`config.mk`:
```
export PLATFORM = sky130hd
export DESIGN_NAME = lock_access_supervisor_flat
export DESIGN_NICKNAME = d
export VERILOG_FILES = /design/src/rtl/lock_pkg.sv /design/src/rtl/lock_access_supervisor_if.sv /design/src/rtl/button_conditioner.sv /design/src/rtl/lock_access_supervisor.sv /design/src/flat_wrapper.sv
export SDC_FILE = /design/constraint.sdc
export NUM_CORES = 1
export LEC_CHECK = 0
export CAP_MARGIN = 15
export CORE_ASPECT_RATIO = 0.75
export CORE_MARGIN = 3
export CORE_UTILIZATION = 35
export CTS_CLUSTER_DIAMETER = 30
export DETAILED_ROUTE_END_ITERATION = 8
export GPL_ROUTABILITY_DRIVEN = 0
export SLEW_MARGIN = 20
export SYNTH_ARGS = -nofsm -noshare
export SYNTH_HDL_FRONTEND = slang
export SYNTH_SLANG_ARGS = --single-unit
```
`constraint.sdc`:
```
create_clock -name Clock -period 3.78 [get_ports Clock]
set_input_delay 0.756 -clock Clock [delete_from_list [all_inputs] [get_ports Clock]]
set_output_delay 0.756 -clock Clock [all_outputs]
set_load 0.03 [all_outputs]
```
`src/rtl/lock_pkg.sv`:
```
// Shared definitions for the front-panel lock supervisor.
//   state_t           : FSM states; the encoding is the StateCode shown on the panel
//   PKG_DEFAULT_CODE  : factory code, first-entered bit is the MSB of the low CODE_LEN bits
//   timer_width()     : counter width able to hold max(LOCKOUT_CYCLES, OPEN_CYCLES) - 1
package lock_pkg;

    localparam int unsigned STATE_W    = 3;
    localparam int unsigned BIT_CNT_W  = 4;
    localparam int unsigned FAIL_CNT_W = 2;

    typedef enum logic [STATE_W-1:0] {
        ST_IDLE    = 3'b000,
        ST_ENTRY   = 3'b001,
        ST_CHECK   = 3'b010,
        ST_OPEN    = 3'b011,
        ST_PROGRAM = 3'b100,
        ST_LOCKOUT = 3'b101
    } state_t;

    localparam logic [7:0] PKG_DEFAULT_CODE = 8'b0011_0010;

    // Timers are loaded with (cycles - 1) and count down to zero.
    function automatic int unsigned timer_width(input int unsigned lockout_cycles,
                                                input int unsigned open_cycles);
        int unsigned longest;
        longest = (lockout_cycles > open_cycles) ? lockout_cycles : open_cycles;
        return (longest < 2) ? 1 : $clog2(longest);
    endfunction

endpackage

```
`src/rtl/lock_access_supervisor_if.sv`:
```
// Panel-side signal bundle of the lock supervisor.
//   x, Enter, Relock, ProgMode : switch / pushbutton inputs (Enter, Relock active-low)
//   Open, Alarm                : lock and lockout indicators
//   StateCode, BitCount        : 3-bit status for the seven-segment decoder
//   FailCount                  : consecutive failed attempts
interface lock_access_supervisor_if;
    import lock_pkg::*;

    logic                  x;
    logic                  Enter;
    logic                  Relock;
    logic                  ProgMode;
    logic                  Open;
    logic                  Alarm;
    logic [STATE_W-1:0]    StateCode;
    logic [2:0]            BitCount;
    logic [FAIL_CNT_W-1:0] FailCount;

    modport master (
        output x, Enter, Relock, ProgMode,
        input  Open, Alarm, StateCode, BitCount, FailCount
    );

    modport slave (
        input  x, Enter, Relock, ProgMode,
        output Open, Alarm, StateCode, BitCount, FailCount
    );

endinterface

```
`src/rtl/button_conditioner.sv`:
```
// Active-low pushbutton conditioner: 2-flop sync, debounce, one-cycle press pulse.
//   i_clk, i_rst : clock, asynchronous active-high reset
//   i_btn_n      : raw button level (0 = pressed)
//   o_pulse      : one-cycle pulse when the debounced level falls 1->0
module button_conditioner #(
    parameter int unsigned DEBOUNCE_CYCLES = 500_000
) (
    input  logic i_clk,
    input  logic i_rst,
    input  logic i_btn_n,
    output logic o_pulse
);

    localparam int unsigned CNT_W = (DEBOUNCE_CYCLES < 2) ? 1 : $clog2(DEBOUNCE_CYCLES);
    localparam logic [CNT_W-1:0] CNT_LAST = CNT_W'(DEBOUNCE_CYCLES - 1);

    logic             r_meta;
    logic             r_sync;
    logic             r_level;
    logic             r_level_d;
    logic [CNT_W-1:0] r_cnt;
    logic             r_pulse;

    // Released (1) is the idle level so reset never produces a press pulse.
    always_ff @(posedge i_clk or posedge i_rst) begin
        if (i_rst) begin
            r_meta    <= 1'b1;
            r_sync    <= 1'b1;
            r_level   <= 1'b1;
            r_level_d <= 1'b1;
            r_cnt     <= '0;
            r_pulse   <= 1'b0;
        end else begin
            r_meta    <= i_btn_n;
            r_sync    <= r_meta;
            r_level_d <= r_level;
            r_pulse   <= r_level_d & ~r_level;
            // Any bounce back to the accepted level restarts the stability count.
            if (r_sync == r_level) begin
                r_cnt <= '0;
            end else if (r_cnt == CNT_LAST) begin
                r_level <= r_sync;
                r_cnt   <= '0;
            end else begin
                r_cnt <= r_cnt + CNT_W'(1);
            end
        end
    end

    assign o_pulse = r_pulse;

endmodule

```
`src/rtl/lock_access_supervisor.sv`:
```
// Combination-lock supervisor: serial code entry, compare, fail counting with
// timed lockout, auto-relock after the open window, and reprogramming while open.
//   Clock, Reset : system clock, asynchronous active-high reset
//   bus (slave)  : x / Enter / Relock / ProgMode in; Open / Alarm / StateCode /
//                  BitCount / FailCount out (all outputs registered)
module lock_access_supervisor
    import lock_pkg::*;
#(
    parameter int unsigned         CODE_LEN        = 6,
    parameter logic [CODE_LEN-1:0] DEFAULT_CODE    = CODE_LEN'(PKG_DEFAULT_CODE),
    parameter int unsigned         MAX_FAIL        = 3,
    parameter int unsigned         LOCKOUT_CYCLES  = 50_000_000,
    parameter int unsigned         OPEN_CYCLES     = 250_000_000,
    parameter int unsigned         DEBOUNCE_CYCLES = 500_000
) (
    input logic                     Clock,
    input logic                     Reset,
    lock_access_supervisor_if.slave bus
);

    localparam int unsigned TIMER_W = timer_width(LOCKOUT_CYCLES, OPEN_CYCLES);
    localparam logic [TIMER_W-1:0]    OPEN_LOAD  = TIMER_W'(OPEN_CYCLES - 1);
    localparam logic [TIMER_W-1:0]    LOCK_LOAD  = TIMER_W'(LOCKOUT_CYCLES - 1);
    localparam logic [BIT_CNT_W-1:0]  BITS_FULL  = BIT_CNT_W'(CODE_LEN);
    localparam logic [FAIL_CNT_W-1:0] FAIL_LIMIT = FAIL_CNT_W'(MAX_FAIL);

    logic                  w_enter_p;
    logic                  w_relock_p;
    logic                  r_x_meta;
    logic                  r_x_sync;
    logic                  r_prog_meta;
    logic                  r_prog_sync;

    state_t                r_state;
    state_t                w_state_nxt;
    logic [CODE_LEN-1:0]   r_entry;
    logic [CODE_LEN-1:0]   w_entry_nxt;
    logic [CODE_LEN-1:0]   w_entry_shift;
    logic [CODE_LEN-1:0]   r_code;
    logic [CODE_LEN-1:0]   w_code_nxt;
    logic [BIT_CNT_W-1:0]  r_bit_count;
    logic [BIT_CNT_W-1:0]  w_bit_nxt;
    logic [BIT_CNT_W-1:0]  w_bit_inc;
    logic [FAIL_CNT_W-1:0] r_fail_count;
    logic [FAIL_CNT_W-1:0] w_fail_nxt;
    logic [FAIL_CNT_W-1:0] w_fail_inc;
    logic [TIMER_W-1:0]    r_timer;
    logic [TIMER_W-1:0]    w_timer_nxt;
    logic                  r_open;
    logic                  w_open_nxt;
    logic                  r_alarm;
    logic                  w_alarm_nxt;

    button_conditioner #(.DEBOUNCE_CYCLES(DEBOUNCE_CYCLES)) u_enter_btn (
        .i_clk   (Clock),
        .i_rst   (Reset),
        .i_btn_n (bus.Enter),
        .o_pulse (w_enter_p)
    );

    button_conditioner #(.DEBOUNCE_CYCLES(DEBOUNCE_CYCLES)) u_relock_btn (
        .i_clk   (Clock),
        .i_rst   (Reset),
        .i_btn_n (bus.Relock),
        .o_pulse (w_relock_p)
    );

    // Switch synchronizers.
    always_ff @(posedge Clock or posedge Reset) begin
        if (Reset) begin
            r_x_meta    <= 1'b0;
            r_x_sync    <= 1'b0;
            r_prog_meta <= 1'b0;
            r_prog_sync <= 1'b0;
        end else begin
            r_x_meta    <= bus.x;
            r_x_sync    <= r_x_meta;
            r_prog_meta <= bus.ProgMode;
            r_prog_sync <= r_prog_meta;
        end
    end

    assign w_entry_shift = {r_entry[CODE_LEN-2:0], r_x_sync};
    assign w_bit_inc     = r_bit_count + BIT_CNT_W'(1);
    assign w_fail_inc    = r_fail_count + FAIL_CNT_W'(1);

    // FSM and datapath registers.
    always_ff @(posedge Clock or posedge Reset) begin
        if (Reset) begin
            r_state      <= ST_IDLE;
            r_entry      <= '0;
            r_code       <= DEFAULT_CODE;
            r_bit_count  <= '0;
            r_fail_count <= '0;
            r_timer      <= '0;
            r_open       <= 1'b0;
            r_alarm      <= 1'b0;
        end else begin
            r_state      <= w_state_nxt;
            r_entry      <= w_entry_nxt;
            r_code       <= w_code_nxt;
            r_bit_count  <= w_bit_nxt;
            r_fail_count <= w_fail_nxt;
            r_timer      <= w_timer_nxt;
            r_open       <= w_open_nxt;
            r_alarm      <= w_alarm_nxt;
        end
    end

    // Next-state logic; priority is timer expiry, then relock, then enter.
    always_comb begin
        w_state_nxt = r_state;
        w_entry_nxt = r_entry;
        w_code_nxt  = r_code;
        w_bit_nxt   = r_bit_count;
        w_fail_nxt  = r_fail_count;
        w_timer_nxt = r_timer;

        case (r_state)
            ST_IDLE: begin
                if (!w_relock_p && w_enter_p) begin
                    w_entry_nxt = w_entry_shift;
                    w_bit_nxt   = BIT_CNT_W'(1);
                    w_state_nxt = ST_ENTRY;
                end
            end

            ST_ENTRY: begin
                if (w_relock_p) begin
                    w_entry_nxt = '0;
                    w_bit_nxt   = '0;
                    w_state_nxt = ST_IDLE;
                end else if (r_bit_count == BITS_FULL) begin
                    w_state_nxt = ST_CHECK;
                end else if (w_enter_p) begin
                    w_entry_nxt = w_entry_shift;
                    w_bit_nxt   = w_bit_inc;
                end
            end

            ST_CHECK: begin
                w_bit_nxt = '0;
                if (r_entry == r_code) begin
                    w_fail_nxt  = '0;
                    w_timer_nxt = OPEN_LOAD;
                    w_state_nxt = ST_OPEN;
                end else if (w_fail_inc == FAIL_LIMIT) begin
                    w_fail_nxt  = FAIL_LIMIT;
                    w_timer_nxt = LOCK_LOAD;
                    w_state_nxt = ST_LOCKOUT;
                end else begin
                    w_fail_nxt  = w_fail_inc;
                    w_state_nxt = ST_IDLE;
                end
            end

            ST_OPEN: begin
                if (r_timer == '0) begin
                    w_state_nxt = ST_IDLE;
                end else begin
                    w_timer_nxt = r_timer - TIMER_W'(1);
                    if (w_relock_p) begin
                        w_state_nxt = ST_IDLE;
                    end else if (w_enter_p && r_prog_sync) begin
                        // The press that enters PROGRAM carries no code bit.
                        w_bit_nxt   = '0;
                        w_state_nxt = ST_PROGRAM;
                    end
                end
            end

            ST_PROGRAM: begin
                if (w_relock_p) begin
                    w_bit_nxt   = '0;
                    w_state_nxt = ST_IDLE;
                end else if (w_enter_p) begin
                    w_entry_nxt = w_entry_shift;
                    if (w_bit_inc == BITS_FULL) begin
                        w_code_nxt  = w_entry_shift;
                        w_bit_nxt   = '0;
                        w_timer_nxt = OPEN_LOAD;
                        w_state_nxt = ST_OPEN;
                    end else begin
                        w_bit_nxt = w_bit_inc;
                    end
                end
            end

            ST_LOCKOUT: begin
                if (r_timer == '0) begin
                    w_fail_nxt  = '0;
                    w_state_nxt = ST_IDLE;
                end else begin
                    w_timer_nxt = r_timer - TIMER_W'(1);
                end
            end

            default: begin
                w_state_nxt = ST_IDLE;
            end
        endcase

        w_open_nxt  = (w_state_nxt == ST_OPEN) || (w_state_nxt == ST_PROGRAM);
        w_alarm_nxt = (w_state_nxt == ST_LOCKOUT);
    end

    assign bus.Open      = r_open;
    assign bus.Alarm     = r_alarm;
    assign bus.StateCode = r_state;
    assign bus.BitCount  = 3'(r_bit_count);
    assign bus.FailCount = r_fail_count;

endmodule

```
`src/flat_wrapper.sv`:
```
// flat-port wrapper written by rule: the top's interface ports become plain ports
module lock_access_supervisor_flat import lock_pkg::*;
#(
    parameter int unsigned         CODE_LEN        = 6,
    parameter logic [CODE_LEN-1:0] DEFAULT_CODE    = CODE_LEN'(PKG_DEFAULT_CODE),
    parameter int unsigned         MAX_FAIL        = 3,
    parameter int unsigned         LOCKOUT_CYCLES  = 50_000_000,
    parameter int unsigned         OPEN_CYCLES     = 250_000_000,
    parameter int unsigned         DEBOUNCE_CYCLES = 500_000
)
  (Clock, Reset, bus_x, bus_Enter, bus_Relock, bus_ProgMode, bus_Open, bus_Alarm, bus_StateCode, bus_BitCount, bus_FailCount);
  lock_access_supervisor_if bus_i ();
  input logic Clock;
  input logic Reset;
  input wire logic [$bits(bus_i.x)-1:0] bus_x;
  input wire logic [$bits(bus_i.Enter)-1:0] bus_Enter;
  input wire logic [$bits(bus_i.Relock)-1:0] bus_Relock;
  input wire logic [$bits(bus_i.ProgMode)-1:0] bus_ProgMode;
  output wire logic [$bits(bus_i.Open)-1:0] bus_Open;
  output wire logic [$bits(bus_i.Alarm)-1:0] bus_Alarm;
  output wire logic [$bits(bus_i.StateCode)-1:0] bus_StateCode;
  output wire logic [$bits(bus_i.BitCount)-1:0] bus_BitCount;
  output wire logic [$bits(bus_i.FailCount)-1:0] bus_FailCount;
  assign bus_i.x = bus_x;
  assign bus_i.Enter = bus_Enter;
  assign bus_i.Relock = bus_Relock;
  assign bus_i.ProgMode = bus_ProgMode;
  assign bus_Open = bus_i.Open;
  assign bus_Alarm = bus_i.Alarm;
  assign bus_StateCode = bus_i.StateCode;
  assign bus_BitCount = bus_i.BitCount;
  assign bus_FailCount = bus_i.FailCount;
  lock_access_supervisor #(.CODE_LEN(CODE_LEN), .DEFAULT_CODE(DEFAULT_CODE), .MAX_FAIL(MAX_FAIL), .LOCKOUT_CYCLES(LOCKOUT_CYCLES), .OPEN_CYCLES(OPEN_CYCLES), .DEBOUNCE_CYCLES(DEBOUNCE_CYCLES)) u_core (.Clock(Clock), .Reset(Reset), .bus(bus_i));
endmodule
```
==> impl_metrics.xml <==
<?xml version="1.0" encoding="UTF-8"?>
<metrics>
  <group name="cells_and_area">
    <metric name="area.growth.synth_to_final" unit="%">12.4</metric>
    <metric name="area.sequential" unit="µm²">2590</metric>
    <metric name="layout_common_cells" unit="">sky130_fd_sc_hd__dfrtp_1 (92), sky130_fd_sc_hd__nor2_1 (83), sky130_fd_sc_hd__nand2_1 (42)</metric>
    <metric name="total_inserted_antenna_cells" unit="">0</metric>
    <metric name="multi_input_area" unit="µm²">2580</metric>
    <metric name="core_occupancy_in_the_finished_layout" unit="%">40.8</metric>
    <metric name="fillCellCount" unit="">1439</metric>
    <metric name="finalInstanceArea" unit="µm²">5990</metric>
    <metric name="final_layout_size_suffix_gt1_share" unit="%">10.0</metric>
    <metric name="commonest_non_fill_non_tap_cell_in_the_layout" unit="">sky130_fd_sc_hd__dfrtp_1</metric>
    <metric name="fin_nets" unit="">589</metric>
  </group>
  <group name="clocking">
    <metric name="cts.repair_timing.setup_buffer_count" unit="">0</metric>
    <metric name="cts.reportedPaths.clkPinSlew" unit="ns">0.07</metric>
    <metric name="cts_max_path_buffers" unit="">2</metric>
    <metric name="tritoncts" unit="">yes</metric>
    <metric name="cts_inserted_buffers" unit="">9</metric>
    <metric name="cts.sink_count" unit="">103</metric>
    <metric name="post_cts.resized_instances" unit="">0</metric>
    <metric name="hold_buffers" unit="">0</metric>
    <metric name="cts.htree.levels" unit="">3</metric>
    <metric name="root_buffer_selected_by_cts" unit="">sky130_fd_sc_hd__clkbuf_16</metric>
    <metric name="worstSkewPairLatency" unit="ns">0.35</metric>
  </group>
  <group name="global_routing">
    <metric name="grt_pass1_vias" unit="">4086</metric>
    <metric name="grt_overflow" unit="">0</metric>
    <metric name="grtUsageTotal" unit="%">14.5</metric>
    <metric name="grt_pass1_wl" unit="mm">20.1</metric>
    <metric name="number_of_antenna_violations_at_the_first_check_in_global_routing" unit="">0</metric>
    <metric name="pin_count_of_the_biggest_net_entering_global_routing" unit="">86</metric>
  </group>
  <group name="worst_hold_path">
    <metric name="holdCritPathClass" unit="">flip-flop to flip-flop</metric>
  </group>
  <group name="sta">
    <metric name="tns" unit="ns">0</metric>
    <metric name="post-route-period-util" unit="%">70.8</metric>
    <metric name="timing.clock.skew" unit="ns">0.00783</metric>
    <metric name="tightest_slew" unit="ns">0.798</metric>
    <metric name="final.min_clock_period" unit="ns">2.68</metric>
    <metric name="fin_hold_ws" unit="ns">0.351</metric>
    <metric name="final-max-slew-violation-count" unit="">0</metric>
    <metric name="max-slew-margin-rel" unit="%">46.4</metric>
    <metric name="report.final.hold_viol_count" unit="">0</metric>
    <metric name="rsz_0062_raised_after_global_routing" unit="">no</metric>
    <metric name="maxClockFrequency" unit="MHz">374</metric>
    <metric name="setup_violations" unit="">0</metric>
  </group>
  <group name="floorplanning">
    <metric name="ioPinCount" unit="">16</metric>
    <metric name="die_area" unit="µm²">16800</metric>
    <metric name="fp.dieW" unit="µm">148</metric>
    <metric name="design.core.area" unit="µm²">14700</metric>
    <metric name="floorplan.initialDensity" unit="%">36.3</metric>
    <metric name="num_rows" unit="">38</metric>
    <metric name="die_height" unit="µm">113</metric>
  </group>
  <group name="place">
    <metric name="dpl_cell_area" unit="µm²">5680</metric>
    <metric name="port_buffers" unit="">15</metric>
    <metric name="hpwlAfterDp" unit="mm">7.88</metric>
  </group>
  <group name="drt">
    <metric name="met3_wire_length" unit="µm">510</metric>
    <metric name="wl_per_cell" unit="µm">14.4</metric>
    <metric name="detail_route.drc_violations" unit="">0</metric>
    <metric name="route.layer.met1.wl" unit="mm">5.79</metric>
    <metric name="highest-signal-layer" unit="">met4</metric>
    <metric name="firstDrtPassIters" unit="">5</metric>
    <metric name="detail_route.vias_per_cell" unit="">5.41</metric>
    <metric name="first_iter_violations" unit="">297</metric>
    <metric name="vias" unit="">4223</metric>
    <metric name="drtAntennaViolNets" unit="">0</metric>
    <metric name="drt-total-wl" unit="mm">11.3</metric>
    <metric name="met2_length" unit="mm">4.88</metric>
  </group>
  <group name="worst_setup_path">
    <metric name="worst-endpoint-arrival" unit="ns">2.90</metric>
    <metric name="timing.critical_path.fanout_max" unit="">7</metric>
    <metric name="setup.worst_path.start_class" unit="">flip-flop</metric>
    <metric name="critical_path_class" unit="">flip-flop to flip-flop</metric>
    <metric name="end_kind" unit="">flip-flop</metric>
    <metric name="worstPathRequired" unit="ns">4.01</metric>
  </group>
  <group name="power_and_ir_drop">
    <metric name="total_power_per_unit_cell_area" unit="nW/µm²">355</metric>
    <metric name="overall_power_after_layout" unit="W">0.00213</metric>
    <metric name="cellLeakagePower" unit="nW">2.61</metric>
    <metric name="worst_ir_drop_vdd" unit="µV">232</metric>
  </group>
  <group name="flow_run">
    <metric name="maxCapViolations" unit="">0</metric>
  </group>
  <group name="logic_synthesis">
    <metric name="syn_avg_cell_area" unit="µm²">9.48</metric>
    <metric name="ys.flop_type" unit="">sky130_fd_sc_hd__dfrtp_1</metric>
    <metric name="synth.cell_area" unit="µm²">5330</metric>
    <metric name="synth-edff-count" unit="">0</metric>
    <metric name="yosys_warnings" unit="">0</metric>
    <metric name="postSynth.asyncResetShare" unit="%">100</metric>
    <metric name="ys_seq_area_share" unit="%">48.6</metric>
    <metric name="syn-instance-count" unit="">562</metric>
    <metric name="synth.net_count" unit="">576</metric>
    <metric name="synth.ff_latch_count" unit="">103</metric>
    <metric name="synth.distinct_cells" unit="">60</metric>
  </group>
  <group name="run_status">
    <metric name="run_status" unit="">complete, no violations</metric>
  </group>
</metrics>
-- sequential cells by signal, summed over array words and instances, names as in the netlist, 2 cells and up --
name / flops
u_core.u_enter_btn.r_cnt: 19
u_core.r_bit_count: 4
u_core.bus.StateCode: 3
u_core.r_code: 6
u_core.r_entry: 6
u_core.bus.FailCount: 2
u_core.u_relock_btn.r_cnt: 19
u_core.r_timer: 28
-- worst paths after layout --
path                                               end  depth (start not counted)  slack (ns)         startpoint
min in group asynchronous           u_core.r_timer[24]                          2        0.94              Reset
setup reg to reg                    u_core.r_timer[24]                          8        1.10  u_core.r_timer[0]
hold reg to reg                        u_core.r_x_sync                          0        0.35    u_core.r_x_meta
hold / removal                         u_core.r_x_sync                          0        0.35    u_core.r_x_meta
setup / recovery                    u_core.r_timer[24]                          8        1.10  u_core.r_timer[0]
max in group asynchronous  u_core.u_enter_btn.r_cnt[6]                          3        2.20              Reset
-- where the power goes --
group	total, W	internal (W)	switching (W)
Clock	0.000962	0.000526	0.000436
Sequential	0.00112	0.00111	0.00000781
Combinational	0.0000457	0.0000126	0.0000331
-- logic make-up (layout without fill, tap and decap cells) --
family,after synthesis,in the layout,synth area share [%]
adder cells (fa/ha/maj),8,8,1.88
XOR/XNOR,43,43,7.07
flip-flops,103,103,48.6
multiplexers,8,8,1.69
buffers and inverters,35,53,3.10
AND/OR/NAND/NOR,242,242,22.9
AO/OA/AOI/OAI,123,123,14.7
-- area by class of cell --
class / count / share of cell area (%)
Tap cell: 200 / 4.18
Clock buffer: 10 / 3.82
Multi-Input combinational cell: 424 / 43.0
Timing Repair Buffer: 22 / 3.38
Inverter: 15 / 1.02
Sequential cell: 103 / 43.3
Clock inverter: 6 / 1.27
-- metrics by stage --
| stage | std cells | setup slack [ns] |
|---|---|---|
| 2_1_floorplan | 562 | 0.338 |
| 4_1_cts | 780 | 1.11 |
| 6_report | 780 | 1.10 |
| 3_5_place_dp | 764 | 1.18 |
| 3_3_place_gp | 764 | 1.23 |
| 5_1_grt | 780 | 0.879 |
-- layer usage --
layer	vias up	GRT usage, %
met2	100	22.0
met4	0	2.65
li1	2033	-
met1	2083	21.2
met3	7	3.52
met5	-	0
-- critical path, stage by stage (launching register included) --
cell,delay (ns)
sky130_fd_sc_hd__dfrtp_1,0.44
sky130_fd_sc_hd__inv_1,0.12
sky130_fd_sc_hd__ha_1,0.20
sky130_fd_sc_hd__nor3b_1,0.45
sky130_fd_sc_hd__nand3_1,0.38
sky130_fd_sc_hd__nor4_1,0.56
sky130_fd_sc_hd__a21oi_1,0.13
sky130_fd_sc_hd__o21ai_0,0.16
sky130_fd_sc_hd__o21ai_0,0.10
-- cells in the mapped netlist (3+ instances only) --
cell type | count | area [µm²]
sky130_fd_sc_hd__xor2_1 | 23 | 201
sky130_fd_sc_hd__mux2_2 | 8 | 90.1
sky130_fd_sc_hd__and3_1 | 4 | 25.0
sky130_fd_sc_hd__o31ai_1 | 5 | 37.5
sky130_fd_sc_hd__xnor2_1 | 20 | 175
sky130_fd_sc_hd__nand2b_1 | 6 | 37.5
sky130_fd_sc_hd__nor2b_1 | 7 | 43.8
sky130_fd_sc_hd__a21oi_1 | 24 | 120
sky130_fd_sc_hd__dfrtp_1 | 92 | 2300
sky130_fd_sc_hd__o211ai_1 | 4 | 30.0
sky130_fd_sc_hd__ha_1 | 8 | 100
sky130_fd_sc_hd__or3_1 | 5 | 31.3
sky130_fd_sc_hd__inv_1 | 15 | 56.3
sky130_fd_sc_hd__o21ai_0 | 39 | 195
sky130_fd_sc_hd__and4_1 | 5 | 43.8
sky130_fd_sc_hd__a22o_1 | 8 | 70.1
sky130_fd_sc_hd__a21o_1 | 3 | 22.5
sky130_fd_sc_hd__nor3_1 | 15 | 75.1
sky130_fd_sc_hd__o41ai_1 | 4 | 35.0
sky130_fd_sc_hd__clkbuf_1 | 9 | 33.8
sky130_fd_sc_hd__and3b_1 | 3 | 26.3
sky130_fd_sc_hd__a31oi_1 | 14 | 87.6
sky130_fd_sc_hd__buf_2 | 3 | 15.0
sky130_fd_sc_hd__or2_2 | 6 | 37.5
sky130_fd_sc_hd__nor4_1 | 12 | 75.1
sky130_fd_sc_hd__nand3b_1 | 4 | 30.0
sky130_fd_sc_hd__nand3_1 | 23 | 115
sky130_fd_sc_hd__nor2_1 | 83 | 312
sky130_fd_sc_hd__dfstp_2 | 11 | 289
sky130_fd_sc_hd__nand4_1 | 11 | 68.8
sky130_fd_sc_hd__nand2_1 | 42 | 158
sky130_fd_sc_hd__o22ai_1 | 4 | 25.0
sky130_fd_sc_hd__buf_4 | 3 | 22.5
(Power assumes the default switching activity.)
==> RTL edit 1 (config.mk and constraints unchanged) <==
`CODE_LEN` is set to 6 in 2 places; all go to 12.
--- a/src/rtl/lock_access_supervisor.sv
+++ b/src/rtl/lock_access_supervisor.sv
@@ -6,7 +6,7 @@
 module lock_access_supervisor
     import lock_pkg::*;
 #(
-    parameter int unsigned         CODE_LEN        = 6,
+    parameter int unsigned         CODE_LEN        = 12,
     parameter logic [CODE_LEN-1:0] DEFAULT_CODE    = CODE_LEN'(PKG_DEFAULT_CODE),
     parameter int unsigned         MAX_FAIL        = 3,
     parameter int unsigned         LOCKOUT_CYCLES  = 50_000_000,
--- a/src/flat_wrapper.sv
+++ b/src/flat_wrapper.sv
@@ -1,7 +1,7 @@
 // flat-port wrapper written by rule: the top's interface ports become plain ports
 module lock_access_supervisor_flat import lock_pkg::*;
 #(
-    parameter int unsigned         CODE_LEN        = 6,
+    parameter int unsigned         CODE_LEN        = 12,
     parameter logic [CODE_LEN-1:0] DEFAULT_CODE    = CODE_LEN'(PKG_DEFAULT_CODE),
     parameter int unsigned         MAX_FAIL        = 3,
     parameter int unsigned         LOCKOUT_CYCLES  = 50_000_000,
Behaviour: same outputs for any inputs over 10 cycles, from zero or initial values and one cycle with Reset high; that may be too few to reach the edited logic, so the function may still have changed.
==> RTL edit 1 against the unedited design <==
Setup slack lost 0.38 ns. Power grew 35%. Wire length grew 10%. Synthesized area grew 11%. Sequential share of layout area shrank 1.2 points. Final cell count grew 6.4%. Sequential cell count grew 12. Via count grew 5.9%. Core utilization grew 1.3 points. Design area grew 15%. Highest routed layer unchanged.
==> RTL edit 1: results (changes against the unedited design) <==
clock_network:
  cts_hold_buf: 0  # unchanged
  cts_inserted_buffers: 17  # was 9
  cts_num_sinks: 115  # was 103
  post_cts_buffers: 0  # unchanged
  cts-root-buf: "clkbuf_16"  # unchanged
  clock_path_buffers: 2  # unchanged
  clk_latency_ns: 0.40  # was 0.35 ns
  htreeDepth: 4  # was 3
  cts_resized: 0  # unchanged
  clkTransAtPathRegs_ns: 0.05  # was 0.07 ns
route:
  drt_iter0_drc: 352  # was 297
  via_count: 4474  # was 4223
  drt-pass1-iter-count: 5  # unchanged
  drt-total-wl_mm: 12.4  # was 11.3 mm
synthesis:
  ys_seq_area_frac: 0.488  # was 0.486
  synth-async-reset-ratio: 1.00  # unchanged
  yosysUniqueCellTypes: 74  # was 60
  synth_warnings: 0  # unchanged
  synth_fp_nets: 610  # was 576
  synth_common_cells: "dfrtp_1, nor2_1, nand2_1, o21ai_0, xnor2_1"  # was dfrtp_1, nor2_1, nand2_1
  synthTopCellsByArea: "dfrtp_1, dfstp_2, nor2_1"  # was dfrtp_1, nor2_1, dfstp_2
grt:
  grt_pass1_vias: 4284  # was 4086
  grt_first_pass_wirelength_mm: 21.4  # was 20.1 mm
  grt_max_degree: 116  # was 86
  antenna_found_initial: 0  # unchanged
  grt.total_usage: 0.140  # was 0.145
cells_and_area:
  layout-drive-gt1-share: 0.142  # was 0.100
  largestRegisters: "u_core.r_timer: 28 flops, u_core.u_enter_btn.r_cnt: 19 flops, u_core.u_relock_btn.r_cnt: 19 flops"  # unchanged
  antenna_cells: 0  # unchanged
  nFillCells: 1560  # was 1439
  nets: 621  # was 589
worst_setup_path:
  cpPeakStageDelay_ns: 0.71  # was 0.56 ns
  crit_slowest_cell: "or3_1"  # was nor4_1
  cp_top_family: "simple AND/OR/NAND/NOR gates"  # unchanged
  crit_fanout: 16  # was 7
  worst_ep_arrival_time_ns: 3.32  # was 2.90 ns
power:
  leakagePower_uw: 0.00297  # was 0.00261 uW
  ir_drop_v: 0.000406  # was 0.000232 V
placement:
  placed_area_mm2: 0.00627  # was 0.00568 mm2
  hpwl_mm: 8.14  # was 7.88 mm
  io_buffers: 15  # unchanged
run:
  drv_cap: 0  # unchanged
timing:
  relSlewSlack: 0.452  # was 0.464
  worst_clock_skew_ns: 0.00886  # was 0.00783 ns
outcome:
  status: "finished, final reports clean"  # unchanged
hold_path:
  hp-class: "flop to flop"  # unchanged
-- RTL edit 1: cell types whose count changed after synthesis, moves of 5 or more --
| cell | change |
|---|---|
| clkbuf_1 | +10 |
| nor4_1 | -6 |
| mux2_2 | +7 |
| xnor2_1 | +8 |
| nand2_1 | -5 |
| and3_1 | +5 |
| nor2_1 | -12 |
| dfrtp_1 | +12 |
-- RTL edit 1: kinds of logic (layout without fill, tap and decap cells) --
group,Yosys count,after routing,synth area share
AOI/OAI and AO/OA,134,134,0.152
buffers and inverters,45,69,0.0342
and+or+nand+nor,227,227,0.203
DFF,115,115,0.488
adders and majority gates,8,8,0.0169
xor gates and xnor gates,49,49,0.0724
muxes,18,18,0.0336
-- RTL edit 1: layout make-up --
| class | instances | area (um2) | share of cell area |
|---|---|---|---|
| clock buffers | 20 | 457 | 0.0665 |
| well taps | 210 | 263 | 0.0383 |
| inverters | 17 | 67.6 | 0.00984 |
| flip-flops and latches | 115 | 2890 | 0.421 |
| multi-input cells | 436 | 2860 | 0.416 |
| clock inverters | 12 | 131 | 0.0191 |
| repair buffers | 20 | 200 | 0.0292 |
-- RTL edit 1: per-layer routing --
layer,track usage,routed length (um),vias to the layer above
li1,-,-,2168
met1,0.207,6400,2200
met2,0.202,5460,94
met3,0.0326,430,12
met4,0.0481,111,0
met5,0,0,-
-- RTL edit 1: worst register-to-register path, stage by stage (launching register included) --
cell and delay, ns:
dfrtp_1 0.40, inv_1 0.09, ha_1 0.14, nor4b_1 0.52, nand3_1 0.30, or3_1 0.71
and3_1 0.32, a211oi_2 0.32, o211ai_1 0.13
-- RTL edit 1: power by group --
| group | leakage (uW) | internal (uW) | switching, uW |
|---|---|---|---|
| clock | 0.000278 | 1000 | 566 |
| combinational | 0.00113 | 13.4 | 34.9 |
| sequential | 0.00155 | 1240 | 6.75 |
-- RTL edit 1: worst paths after layout --
check                                                    endpoint  slack [ns]  cells after the start                          start
max                                     u_core.bus.Open$_DFF_PP0_        0.72                      8  u_core.r_timer[0]$_DFFE_PP0P_
min                                     u_core.r_x_sync$_DFF_PP0_        0.35                      0      u_core.r_x_meta$_DFF_PP0_
max reg2reg                             u_core.bus.Open$_DFF_PP0_        0.72                      8  u_core.r_timer[0]$_DFFE_PP0P_
min reg2reg                             u_core.r_x_sync$_DFF_PP0_        0.35                      0      u_core.r_x_meta$_DFF_PP0_
max in group asynchronous     u_core.bus.FailCount[0]$_DFFE_PP0P_        2.43                      3                          Reset
min in group asynchronous  u_core.u_enter_btn.r_cnt[17]$_DFF_PP0_        0.85                      3                          Reset
-- RTL edit 1: metrics by stage --
stage	std cells	worst slack, ns	hold WS [ns]
finish	830	0.725	0.354
global route	830	0.565	0.360
CTS	830	0.862	0.358
detailed placement	798	0.894	0.348
global placement	798	1.00	0.341
floorplan	596	1.59	0.331
==> RTL edit 2 (same flow settings) <==
Without the edit above. Make the reset (`Reset` and `i_rst`) synchronous in 3 clocked blocks. Comments in the files are not updated.
--- a/src/rtl/button_conditioner.sv
+++ b/src/rtl/button_conditioner.sv
@@ -22,7 +22,7 @@
     logic             r_pulse;
 
     // Released (1) is the idle level so reset never produces a press pulse.
-    always_ff @(posedge i_clk or posedge i_rst) begin
+    always_ff @(posedge i_clk) begin
         if (i_rst) begin
             r_meta    <= 1'b1;
             r_sync    <= 1'b1;
--- a/src/rtl/lock_access_supervisor.sv
+++ b/src/rtl/lock_access_supervisor.sv
@@ -66,7 +66,7 @@
     );
 
     // Switch synchronizers.
-    always_ff @(posedge Clock or posedge Reset) begin
+    always_ff @(posedge Clock) begin
         if (Reset) begin
             r_x_meta    <= 1'b0;
             r_x_sync    <= 1'b0;
@@ -85,7 +85,7 @@
     assign w_fail_inc    = r_fail_count + FAIL_CNT_W'(1);
 
     // FSM and datapath registers.
-    always_ff @(posedge Clock or posedge Reset) begin
+    always_ff @(posedge Clock) begin
         if (Reset) begin
             r_state      <= ST_IDLE;
             r_entry      <= '0;
Behaviour: no difference found for any inputs over 10 cycles, from zero or initial values and one cycle with Reset high; that may be too few to reach the edited logic, so the function may still have changed.
==> RTL edit 2 against the unedited design <==
Power fell by 2.7%. Global-route usage is 0.71 points higher. Synthesized area down 5.0%. Die area is 4.8% lower. Sequential share of layout area decreased by 6.9 points. Wire length is 2.5% higher. Setup slack lost 0.24 ns. First-iteration DRC count is 57% higher. Combinational power down 40%. Sequential cell count unchanged. Design area down 5.5%. Hold slack improved by 0.063 ns. Largest power group unchanged.
==> RTL edit 2: results (changes against the unedited design) <==
grt:
  grt_pass1_vias: 4024  # was 4086
  grt_max_degree: 53  # was 86
  grt_use_met3: 0.0362  # was 0.0352
  grt_first_pass_wirelength_mm: 19.4  # was 20.1 mm
  grt.total_usage: 0.152  # was 0.145
  gr-usage-met1: 0.223  # was 0.212
  met2_usage: 0.220  # about the same
hold_path:
  hp-class: "flop to flop"  # unchanged
  min_from: "u_core.u_relock_btn.r_level_d$_SDFF_PP1_"  # was u_core.r_x_meta$_DFF_PP0_
worst_setup_path:
  worstSetupStartpoint: "u_core.r_bit_count[0]$_SDFFE_PP0P_"  # was u_core.r_timer[0]$_DFFE_PP0P_
  crit_slowest_cell: "or4bb_1"  # was nor4_1
  crit_fanout: 21  # was 7
  worst_ep_arrival_time_ns: 3.17  # was 2.90 ns
  cpPeakStageDelay_ns: 0.50  # was 0.56 ns
  cp_top_family: "compound AO/OA/AOI/OAI gates"  # was simple AND/OR/NAND/NOR gates
cells_and_area:
  layout-drive-gt1-share: 0.0757  # was 0.100
  nets: 618  # was 589
synthesis:
  synth_warnings: 0  # unchanged
  ys_seq_area_frac: 0.408  # was 0.486
  syn_inst: 601  # was 562
  synth-async-reset-ratio: 0  # was 1.00
  synth_common_cells: "dfxtp_1, nor2_1, nand2_1"  # was dfrtp_1, nor2_1, nand2_1
  yosysUniqueCellTypes: 67  # was 60
  synthTopCellsByArea: "dfxtp_1, nor2_1, xor2_1"  # was dfrtp_1, nor2_1, dfstp_2
power:
  leakagePower_uw: 0.00189  # was 0.00261 uW
  switching_share: 0.218  # was 0.224
  ir_drop_v: 0.000252  # was 0.000232 V
clock_network:
  clock_path_buffers: 2  # unchanged
  post_cts_buffers: 0  # unchanged
  cts_inserted_buffers: 9  # unchanged
timing:
  worst_clock_skew_ns: 0.0129  # was 0.00783 ns
placement:
  placed_cells: 788  # was 764
  place_ws_ns: 0.899  # was 1.18 ns
  hpwl_mm: 8.06  # was 7.88 mm
route:
  avgRoutedWirePerCell_um: 14.4  # about the same
  wl_met1_mm: 5.96  # was 5.79 mm
  wl_met3_um: 546  # was 510 um
  wl_met2_mm: 4.88  # about the same
  drt-total-wl_mm: 11.5  # was 11.3 mm
  drt_iter0_drc: 467  # was 297
  vias_per_cell: 5.33  # was 5.41
outcome:
  status: "finished, final reports clean"  # unchanged
==> RTL edit 2: metrics by stage <==
step	hold slack [ns]	instance area, um2	power (uW)
finish	0.415	5660	2070
global route	0.438	5660	2150
floorplan	0.389	5060	1130
detailed placement	0.403	5360	1140
CTS	0.416	5660	2100
global placement	0.399	5360	1140
==> RTL edit 2: path summary, 6_finish.rpt <==
kind	slack, ns	to	depth (start not counted)
max reg2reg	0.87	u_core.r_timer[4]$_SDFFE_PP0P_	8
max	0.87	u_core.r_timer[4]$_SDFFE_PP0P_	8
min	0.41	u_core.u_relock_btn.o_pulse$_SDFF_PP0_	2
min reg2reg	0.41	u_core.u_relock_btn.o_pulse$_SDFF_PP0_	2
==> RTL edit 2: cells by family (layout without fill, tap and decap cells) <==
family | after synthesis | after routing | synth area share
simple gates | 271 | 271 | 0.277
compound gates | 121 | 121 | 0.165
flops | 103 | 103 | 0.408
buf+inv | 47 | 54 | 0.0398
xor+xnor | 42 | 42 | 0.0727
mux | 9 | 9 | 0.0178
fa+ha+maj | 8 | 8 | 0.0198
==> RTL edit 2: layout make-up <==
cell class                 count  area [um2]
clock buffer                   9         225
timing repair buffer          20         183
sequential                   103        2060
fill                        1377        8270
inverter                      19        71.3
clock inverter                 6        80.1
multi-input combinational    451        2800
tap                          195         244
==> RTL edit 2: power by group through the flow <==
stage          logic, uW  clock network (uW)  registers (uW)
3_5_place_dp        27.9                   0            1120
6_report            27.4                 953            1090
5_1_grt             30.4                1030            1090
2_1_floorplan       17.8                   0            1120
3_3_place_gp        27.3                   0            1120
4_1_cts             27.9                 979            1090
==> RTL edit 2: tightest hold or removal path, cell delays in order (launching register included) <==
cell,delay (ns)
dfxtp_1,0.30
inv_1,0.04
nor2_1,0.03
